[src/rtl/rgb_pwm_pkg.sv]
// Shared types and constants for the RGB PWM block: duty width, channel
// indices, handshake state encoding and the fade step helper.
package rgb_pwm_pkg;

    localparam int DUTY_W = 8;
    localparam int NUM_CH = 3;

    typedef logic [DUTY_W-1:0] duty_t;

    localparam duty_t DUTY_MAX = '1;

    typedef enum logic [1:0] {
        CH_R = 2'd0,
        CH_G = 2'd1,
        CH_B = 2'd2
    } channel_e;

    typedef enum logic {
        ST_READY   = 1'b0,
        ST_PENDING = 1'b1
    } cfg_state_e;

    // One fade step of cur toward tgt; returns cur unchanged once equal.
    function automatic duty_t step_toward(input duty_t cur, input duty_t tgt);
        duty_t res;
        res = cur;
        if (cur < tgt) begin
            res = cur + duty_t'(1);
        end else if (cur > tgt) begin
            res = cur - duty_t'(1);
        end
        return res;
    endfunction

endpackage

[src/rtl/rgb_pwm_if.sv]
// Colour configuration handshake plus LED / period outputs of rgb_pwm.
// Handshake: a colour is taken on a rising edge where cfg_valid && cfg_ready.
interface rgb_pwm_if;
    import rgb_pwm_pkg::*;

    logic       cfg_valid;
    logic       cfg_ready;
    duty_t      cfg_r;
    duty_t      cfg_g;
    duty_t      cfg_b;
    logic       led_r;
    logic       led_g;
    logic       led_b;
    logic       period_start;
    cfg_state_e dbg_state;

    modport master (
        output cfg_valid, cfg_r, cfg_g, cfg_b,
        input  cfg_ready, led_r, led_g, led_b, period_start, dbg_state
    );

    modport slave (
        input  cfg_valid, cfg_r, cfg_g, cfg_b,
        output cfg_ready, led_r, led_g, led_b, period_start, dbg_state
    );

endinterface

[src/rtl/rgb_pwm_channel.sv]
// pwm_channel: one colour's active duty, fade step and registered compare.
// Fading toward the target is compiled in only with RGB_PWM_FADE_EN defined.
module pwm_channel
    import rgb_pwm_pkg::*;
(
    input  logic  clk,
    input  logic  rst,
    input  duty_t i_pwm_cnt,
    input  logic  i_boundary,
    input  duty_t i_target,
    output logic  o_led,
    output logic  o_settled
);

    duty_t r_duty;
    logic  r_led;
    duty_t w_duty_next;

`ifdef RGB_PWM_FADE_EN
    assign w_duty_next = step_toward(r_duty, i_target);
`else
    assign w_duty_next = i_target;
`endif

    // Settled means the duty after this boundary already equals the target.
    assign o_settled = (w_duty_next == i_target);
    assign o_led     = r_led;

    always_ff @(posedge clk or negedge rst) begin
        if (!rst) begin
            r_duty <= '0;
            r_led  <= 1'b0;
        end else begin
            if (i_boundary) begin
                r_duty <= w_duty_next;
            end
            r_led <= (r_duty == DUTY_MAX) || (i_pwm_cnt < r_duty);
        end
    end

endmodule

[src/rtl/rgb_pwm.sv]
// rgb_pwm: three-channel LED PWM with prescaler, boundary-aligned colour
// updates and an optional per-boundary fade (macro RGB_PWM_FADE_EN).
module rgb_pwm
    import rgb_pwm_pkg::*;
#(
    parameter int unsigned PRESCALE = 16
) (
    input  logic     clk,
    input  logic     rst,
    rgb_pwm_if.slave bus
);

    localparam logic [15:0] PRE_LAST = 16'(PRESCALE - 1);

    logic [15:0]       r_pre;
    duty_t             r_pwm_cnt;
    logic              r_period_start;
    duty_t             r_target [NUM_CH];
    cfg_state_e        r_state;
    cfg_state_e        w_state_next;
    logic              w_tick;
    logic              w_boundary;
    logic              w_accept;
    logic              w_all_settled;
    duty_t             w_cfg [NUM_CH];
    logic [NUM_CH-1:0] w_led;
    logic [NUM_CH-1:0] w_settled;

    assign w_tick        = (r_pre == PRE_LAST);
    assign w_boundary    = w_tick && (r_pwm_cnt == DUTY_MAX);
    assign w_accept      = bus.cfg_valid && bus.cfg_ready;
    assign w_all_settled = &w_settled;

    always_comb begin
        w_cfg[CH_R] = bus.cfg_r;
        w_cfg[CH_G] = bus.cfg_g;
        w_cfg[CH_B] = bus.cfg_b;
    end

    always_ff @(posedge clk or negedge rst) begin
        if (!rst) begin
            r_pre          <= '0;
            r_pwm_cnt      <= '0;
            r_period_start <= 1'b0;
        end else begin
            r_pre          <= w_tick ? '0 : r_pre + 16'd1;
            r_period_start <= w_boundary;
            if (w_tick) begin
                r_pwm_cnt <= r_pwm_cnt + duty_t'(1);
            end
        end
    end

    // Targets only change while ready, so a pending colour is never overwritten.
    always_ff @(posedge clk or negedge rst) begin
        if (!rst) begin
            for (int i = 0; i < NUM_CH; i++) begin
                r_target[i] <= '0;
            end
        end else if (w_accept) begin
            for (int i = 0; i < NUM_CH; i++) begin
                r_target[i] <= w_cfg[i];
            end
        end
    end

    always_ff @(posedge clk or negedge rst) begin
        if (!rst) begin
            r_state <= ST_READY;
        end else begin
            r_state <= w_state_next;
        end
    end

    always_comb begin
        w_state_next = r_state;
        unique case (r_state)
            ST_READY:   if (bus.cfg_valid) w_state_next = ST_PENDING;
            ST_PENDING: if (w_boundary && w_all_settled) w_state_next = ST_READY;
            default:    w_state_next = ST_READY;
        endcase
    end

    for (genvar g = 0; g < NUM_CH; g++) begin : g_ch
        pwm_channel u_ch (
            .clk        (clk),
            .rst        (rst),
            .i_pwm_cnt  (r_pwm_cnt),
            .i_boundary (w_boundary),
            .i_target   (r_target[g]),
            .o_led      (w_led[g]),
            .o_settled  (w_settled[g])
        );
    end

    assign bus.cfg_ready    = (r_state == ST_READY);
    assign bus.led_r        = w_led[CH_R];
    assign bus.led_g        = w_led[CH_G];
    assign bus.led_b        = w_led[CH_B];
    assign bus.period_start = r_period_start;
    assign bus.dbg_state    = r_state;

endmodule
[src/flat_wrapper.sv]
// flat-port wrapper written by rule: the top's interface ports become plain ports
module rgb_pwm_flat import rgb_pwm_pkg::*;
#(
    parameter int unsigned PRESCALE = 16
)
  (clk, rst, bus_cfg_valid, bus_cfg_r, bus_cfg_g, bus_cfg_b, bus_cfg_ready, bus_led_r, bus_led_g, bus_led_b, bus_period_start, bus_dbg_state);
  rgb_pwm_if bus_i ();
  input  logic clk;
  input  logic rst;
  input wire logic [$bits(bus_i.cfg_valid)-1:0] bus_cfg_valid;
  input wire logic [$bits(bus_i.cfg_r)-1:0] bus_cfg_r;
  input wire logic [$bits(bus_i.cfg_g)-1:0] bus_cfg_g;
  input wire logic [$bits(bus_i.cfg_b)-1:0] bus_cfg_b;
  output wire logic [$bits(bus_i.cfg_ready)-1:0] bus_cfg_ready;
  output wire logic [$bits(bus_i.led_r)-1:0] bus_led_r;
  output wire logic [$bits(bus_i.led_g)-1:0] bus_led_g;
  output wire logic [$bits(bus_i.led_b)-1:0] bus_led_b;
  output wire logic [$bits(bus_i.period_start)-1:0] bus_period_start;
  output wire logic [$bits(bus_i.dbg_state)-1:0] bus_dbg_state;
  assign bus_i.cfg_valid = bus_cfg_valid;
  assign bus_i.cfg_r = bus_cfg_r;
  assign bus_i.cfg_g = bus_cfg_g;
  assign bus_i.cfg_b = bus_cfg_b;
  assign bus_cfg_ready = bus_i.cfg_ready;
  assign bus_led_r = bus_i.led_r;
  assign bus_led_g = bus_i.led_g;
  assign bus_led_b = bus_i.led_b;
  assign bus_period_start = bus_i.period_start;
  assign bus_dbg_state = bus_i.dbg_state;
  rgb_pwm #(.PRESCALE(PRESCALE)) u_core (.clk(clk), .rst(rst), .bus(bus_i));
endmodule
[config.mk]
export PLATFORM = sky130hd
export DESIGN_NAME = rgb_pwm_flat
export DESIGN_NICKNAME = d
export VERILOG_FILES = /design/src/rtl/rgb_pwm_pkg.sv /design/src/rtl/rgb_pwm_if.sv /design/src/rtl/rgb_pwm_channel.sv /design/src/rtl/rgb_pwm.sv /design/src/flat_wrapper.sv
export SDC_FILE = /design/constraint.sdc
export NUM_CORES = 1
export LEC_CHECK = 0
export BUFFER_PORTS_ARGS = -buffer_cell sky130_fd_sc_hd__buf_4
export CAP_MARGIN = 25
export CORE_MARGIN = 5
export CORE_UTILIZATION = 53
export CTS_CLUSTER_DIAMETER = 200
export DETAILED_ROUTE_END_ITERATION = 8
export PLACE_DENSITY = 0.75
export SLEW_MARGIN = 15
export SYNTH_ARGS = -nofsm -noshare
export SYNTH_HDL_FRONTEND = slang
export SYNTH_SLANG_ARGS = --single-unit
[constraint.sdc]
create_clock -name clk -period 1.7 [get_ports clk]
set_input_delay 0.085 -clock clk [delete_from_list [all_inputs] [get_ports clk]]
set_output_delay 0.085 -clock clk [all_outputs]
set_load 0.01 [all_outputs]
* Word level (Yosys, flattened, before mapping) *
Index checks and enable logic that the tools add are counted.

word-level totals
  register bits after elaboration = 77
  latch bits = 0
  memory bits (writable) = 0
  ROM bits = 0
  input bits = 27
  output and inout bits = 6
  logic and storage cells = 33
  memories = 0

cells by class
  $add $sub $neg = 2
  multipliers = 0
  divide/modulo/power cells = 0
  order comparisons = 3
  equality and inequality tests = 5
  shift operators = 0
  muxes and demuxes = 4
  bitwise logic cells = 1
  reduce and logical (&&, ||, !) cells = 5

operator list
  kind                                            count
  == test 8 bit, second input constant            4
  less-than comparator 8 bit                      3
  adder 16 x 1 -> 16 bit, second input constant   1
  == test 16 x 4 -> 1 bit, second input constant  1
  2-to-1 mux 16 bit                               1
  adder 8 x 1 -> 8 bit, second input constant     1
  logical OR 1 bit                                3
  logical AND 1 bit                               2
  2-to-1 mux 1 bit                                2
  one-hot mux 1 bit (2 select lines)              1
  NOT 1 bit                                       1

* Depth between registers and ports, before layout *
  depth in word-level cells = 4
  gate-level depth with buffers = 7
  gate-level depth less buffers = 5

* Modules after synthesis *
From an unflattened synthesis, not the netlist that was laid out.

unflattened totals
  cells, all modules = 306
  area total of the unflattened synthesis = 3569.7 sq um

modules (own cells, without submodules)
  module       instances  cells an instance  area an instance (sq um)  sequential area each (sq um)
  rgb_pwm      1          150                2042.0                    1251.2
  pwm_channel  3          52                 509.2                     225.2

* Least setup slack after synthesis *
OpenSTA, ideal clock, no wires.

  kind = reg2reg
  from = register u_core.r_pre[0]
  to = register u_core.g_ch[0].u_ch.r_duty[2]
  library setup time = 0.125 ns
  data arrival time = 1.640 ns
  required time = 1.575 ns
  path slack = -0.065 ns
  cell stages (with the launch flop) = 8
  path buffers = 2
  clock period less this slack = 1.765 ns
  path through = dfrtp_1 -> ha_1 -> and3_1 -> and4_1 -> buf_4 -> nand3_4 -> buf_6 -> mux2_4

between the ends
  word-level cells in the longest chain between the ends = 2

RTL lines
  what                     line                   source
  from (decl)              rgb_pwm.sv:15          logic [15:0] r_pre;
  from (signal assigned)   rgb_pwm.sv:46          r_pre <= w_tick ? '0 : r_pre + 16'd1;
  == test 16 x 4 -> 1 bit  rgb_pwm.sv:29          assign w_tick = (r_pre == PRE_LAST);
  logical AND 1 bit        rgb_pwm.sv:30          assign w_boundary = w_tick && (r_pwm_cnt == DUTY_MAX);
  to (signal assigned)     rgb_pwm_channel.sv:35  r_duty <= w_duty_next;
  to (decl)                rgb_pwm_channel.sv:15  duty_t r_duty;

Every way passes these cells.
A chain may end at the register's enable or synchronous reset.

* Final worst setup path *
  from = register u_core.r_pre[7]
  to = register u_core.g_ch[1].u_ch.r_duty[3]

between the ends
  word-level cells in the longest chain between the ends = 2

RTL lines
  what                     line
  == test 16 x 4 -> 1 bit  rgb_pwm.sv:29
  logical AND 1 bit        rgb_pwm.sv:30
  to (signal assigned)     rgb_pwm_channel.sv:35
  to (decl)                rgb_pwm_channel.sv:15

Every way passes these cells.

==> impl_metrics.csv <==
group,metric,value,unit
status,status,"complete, but fails checks",
status,violations,"setup timing",
timing,max_freq,0.583,GHz
clock_network,cts_max_level,3,
clock_network,clockBufferDepth,2,
die,die-area,8710,um^2
layout,fin_cells,469,
timing,post-route-worst-setup-slack,-0.0164,ns
clock_network,cts_tree,"done",
critical_path,critPathLaunchType,"flip-flop",
yosys,ys.flop_type,"dfrtp_1",
route,vias,2445,
min_path,hold_class,"in2async",
placement,place_congestion,0.849,
layout,multi_input_area,1680,um^2
route,vias_per_cell,5.21,
timing,post-route-period-util,1.01,
layout,area_growth,28.9,%
placement,hpwl,4670,um
yosys,synth_top_area_cell,"dfrtp_1",
timing,setup_tns,-0.0898,ns
route,first_iter_violations,76,
die,num_rows,30,
timing,setup_viol,14,
yosys,ys_ff_latch,77,
critical_path,critPathMaxStageDelay,0.42,ns
critical_path,cp-end-kind,"flip-flop",
layout,antenna_cells,0,
global_routing,grt_overflow,0,
placement,placedCellCount,427,
timing,rsz0062_at_grt,"true",
layout,final_nets,418,
timing,finalCriticalPeriod,1.72,ns
critical_path,cp.arrival,1.94,ns
layout,seqCellArea,1930,um^2
critical_path,cp_cell_sequence,"nor4_4 > and4_4 > nand3_4 > buf_12 > mux2_4",
route,ant_nets,0,
yosys,synth_top_cell_area_share,0.524,
yosys,syn_area,3680,um^2
clock_network,cts_made_buffers,9,
route,dr.pass1.iters,4,
placement,io_buffers,32,
die,die_h,93.3,um
yosys,synthDistinctLibCells,33,
layout,fillCellCount,472,
power,p_leak,0.00229,uW
global_routing,grt_max_degree,43,
timing,relSlewSlack,0.687,
critical_path,path_buf_inv,1,
clock_network,root_buffer,"clkbuf_8",
global_routing,grt_pass1_wl,12100,um
critical_path,cp_slowest_cell,"dfrtp_1",
yosys,ys_warn_count,0,
global_routing,antenna_found_initial,0,
die,start_util,0.542,
global_routing,grt_pass1_vias,2597,
layout,layout-drive-gt1-share,0.367,
critical_path,critical_path_required,1.93,ns
yosys,syn-num-nets,331,
yosys,ys_seq_area_frac,0.524,
layout,stdcell_area,4740,um^2
clock_network,clock-sinks,77,
timing,drv_slew,0,
placement,dpl_cell_area,4240,um^2
global_routing,grt_usage,0.177,
power,power_density,828,nW/um^2
critical_path,cpLargestDelayFamily,"simple AND/OR/NAND/NOR gates",
route,wl,6810,um
die,boundaryPins,33,
route,wl_per_cell,14.5,um
yosys,synth_edf_count,0,
timing,final-hold-violation-count,0,
power,peakVddDrop,0.000623,V
route,drc,0,
die,die_w,93.3,um
yosys,yosys-top-cells-area,"dfrtp_1 52%, mux2_2 9.5%, ha_1 7.8%",
placement,detailedPlace.worstSlack,-0.110,ns
timing,clock_skew,0.0104,ns
critical_path,cp_max_fo,13,
yosys,avgSynthCellArea,13.1,um^2
clock_network,insertion_delay,0.35,ns
yosys,synthCells,281,
run,maxCapViolCount,0,
yosys,synthArstFlopShare,1.00,
die,design.core.area,6790,um^2
critical_path,path_class,"reg2reg",
clock_network,path_clk_slew,0.08,ns
timing,tightestPinTransition,0.469,ns
## routing by layer
metal | part of all wire | track usage | vias to the layer above
met4 | 0.023 | 0.0842 | 0
li1 | - | - | 1185
met5 | 0 | 0 | -
met3 | 0.032 | 0.0265 | 12
met2 | 0.51 | 0.302 | 47
met1 | 0.43 | 0.220 | 1201
## metrics by stage
stage                      util  total power, uW  hold slack, ns
after global routing      0.698             4120           0.270
after CTS                 0.696             3980           0.238
after floorplan               -             2390          -0.211
final                     0.698             3930           0.234
after detailed placement  0.624             2560          0.0698
after global placement    0.624             2530          0.0657
## cell type report
| class | count | share of cell area |
|---|---|---|
| Clock buffer | 10 | 0.0290 |
| Clock inverter | 6 | 0.0132 |
| Inverter | 22 | 0.0174 |
| Multi-Input combinational cell | 175 | 0.354 |
| Sequential cell | 77 | 0.406 |
| Tap cell | 96 | 0.0253 |
| Timing Repair Buffer | 83 | 0.155 |
## cells by family (layout without fill, tap and decap cells)
kind of cell,after synthesis,in the layout,synth area share
adders and majority gates,23,23,0.0782
AOI/OAI and AO/OA,21,21,0.0405
xor gates and xnor gates,19,19,0.0452
buffers and inverters,29,121,0.0350
DFF,77,77,0.524
and+or+nand+nor,62,62,0.105
muxes,50,50,0.172
## cell usage in the layout (no fill, tap or decap), types with 4 or more instances in the layout
cell type	netlist	layout
a21o_1	7	7
and4_1	6	5
buf_12	0	4
buf_4	1	54
clkbuf_8	0	10
dfrtp_1	77	77
dlygate4sd3_1	0	25
ha_1	23	22
inv_1	22	22
mux2_2	31	31
mux2_4	19	19
nand2_1	6	6
nand3_1	10	10
nand4_1	17	17
nor2_1	7	7
xnor2_1	12	12
xor2_1	7	7
## sequential cells by signal, summed over array words and instances, names as in the netlist
| register | cells |
|---|---|
| u_core.bus.dbg_state | 1 |
| u_core.bus.period_start | 1 |
| u_core.g_ch.u_ch.o_led | 3 |
| u_core.g_ch.u_ch.r_duty | 24 |
| u_core.r_pre | 16 |
| u_core.r_pwm_cnt | 8 |
| u_core.r_target | 24 |
## cells in the mapped netlist (3+ instances only)
cell,number
ha_1,23
nand2b_1,3
and3_1,4
a211oi_1,3
dfrtp_1,77
and4_1,6
mux2_4,19
nand4_1,17
a21oi_1,3
xor2_1,7
nor2_1,7
mux2_2,31
a31o_2,3
a21o_1,7
xnor2_1,12
nand2_1,6
nand3_1,10
inv_1,22
o22ai_1,3
## path summary, 6_finish.rpt
kind	startpoint	slack, ns	endpoint	depth (start not counted)
hold / removal	rst	0.23	u_core.r_target[1]$_DFFE_PN0P_	2
hold reg to reg	u_core.r_target[8]$_DFFE_PN0P_	0.51	u_core.g_ch[1].u_ch.r_duty[0]$_DFFE_PN0P_	1
setup reg to reg	u_core.r_pre[7]$_DFF_PN0_	-0.02	u_core.g_ch[1].u_ch.r_duty[3]$_DFFE_PN0P_	5
setup / recovery	u_core.r_pre[7]$_DFF_PN0_	-0.02	u_core.g_ch[1].u_ch.r_duty[3]$_DFFE_PN0P_	5
min in group clk	bus_cfg_valid	0.33	u_core.bus.dbg_state$_DFF_PN0_	4
max in group asynchronous	rst	0.89	u_core.r_pre[4]$_DFF_PN0_	3
## where the power goes
part           switching [uW]  internal (uW)
clock network             649            712
registers                 125           2050
logic                     121            265
## repair_timing
action / CTS / global route
endpoints found under the hold margin: 59 / 0
buffers inserted: 1 / 0
setup endpoints to repair: 26 / 28
gates resized for setup: 4 / 3
pin swaps: 1 / 1
hold buffers: 25 / 0
Note: power is estimated with default switching activity, not from simulation.
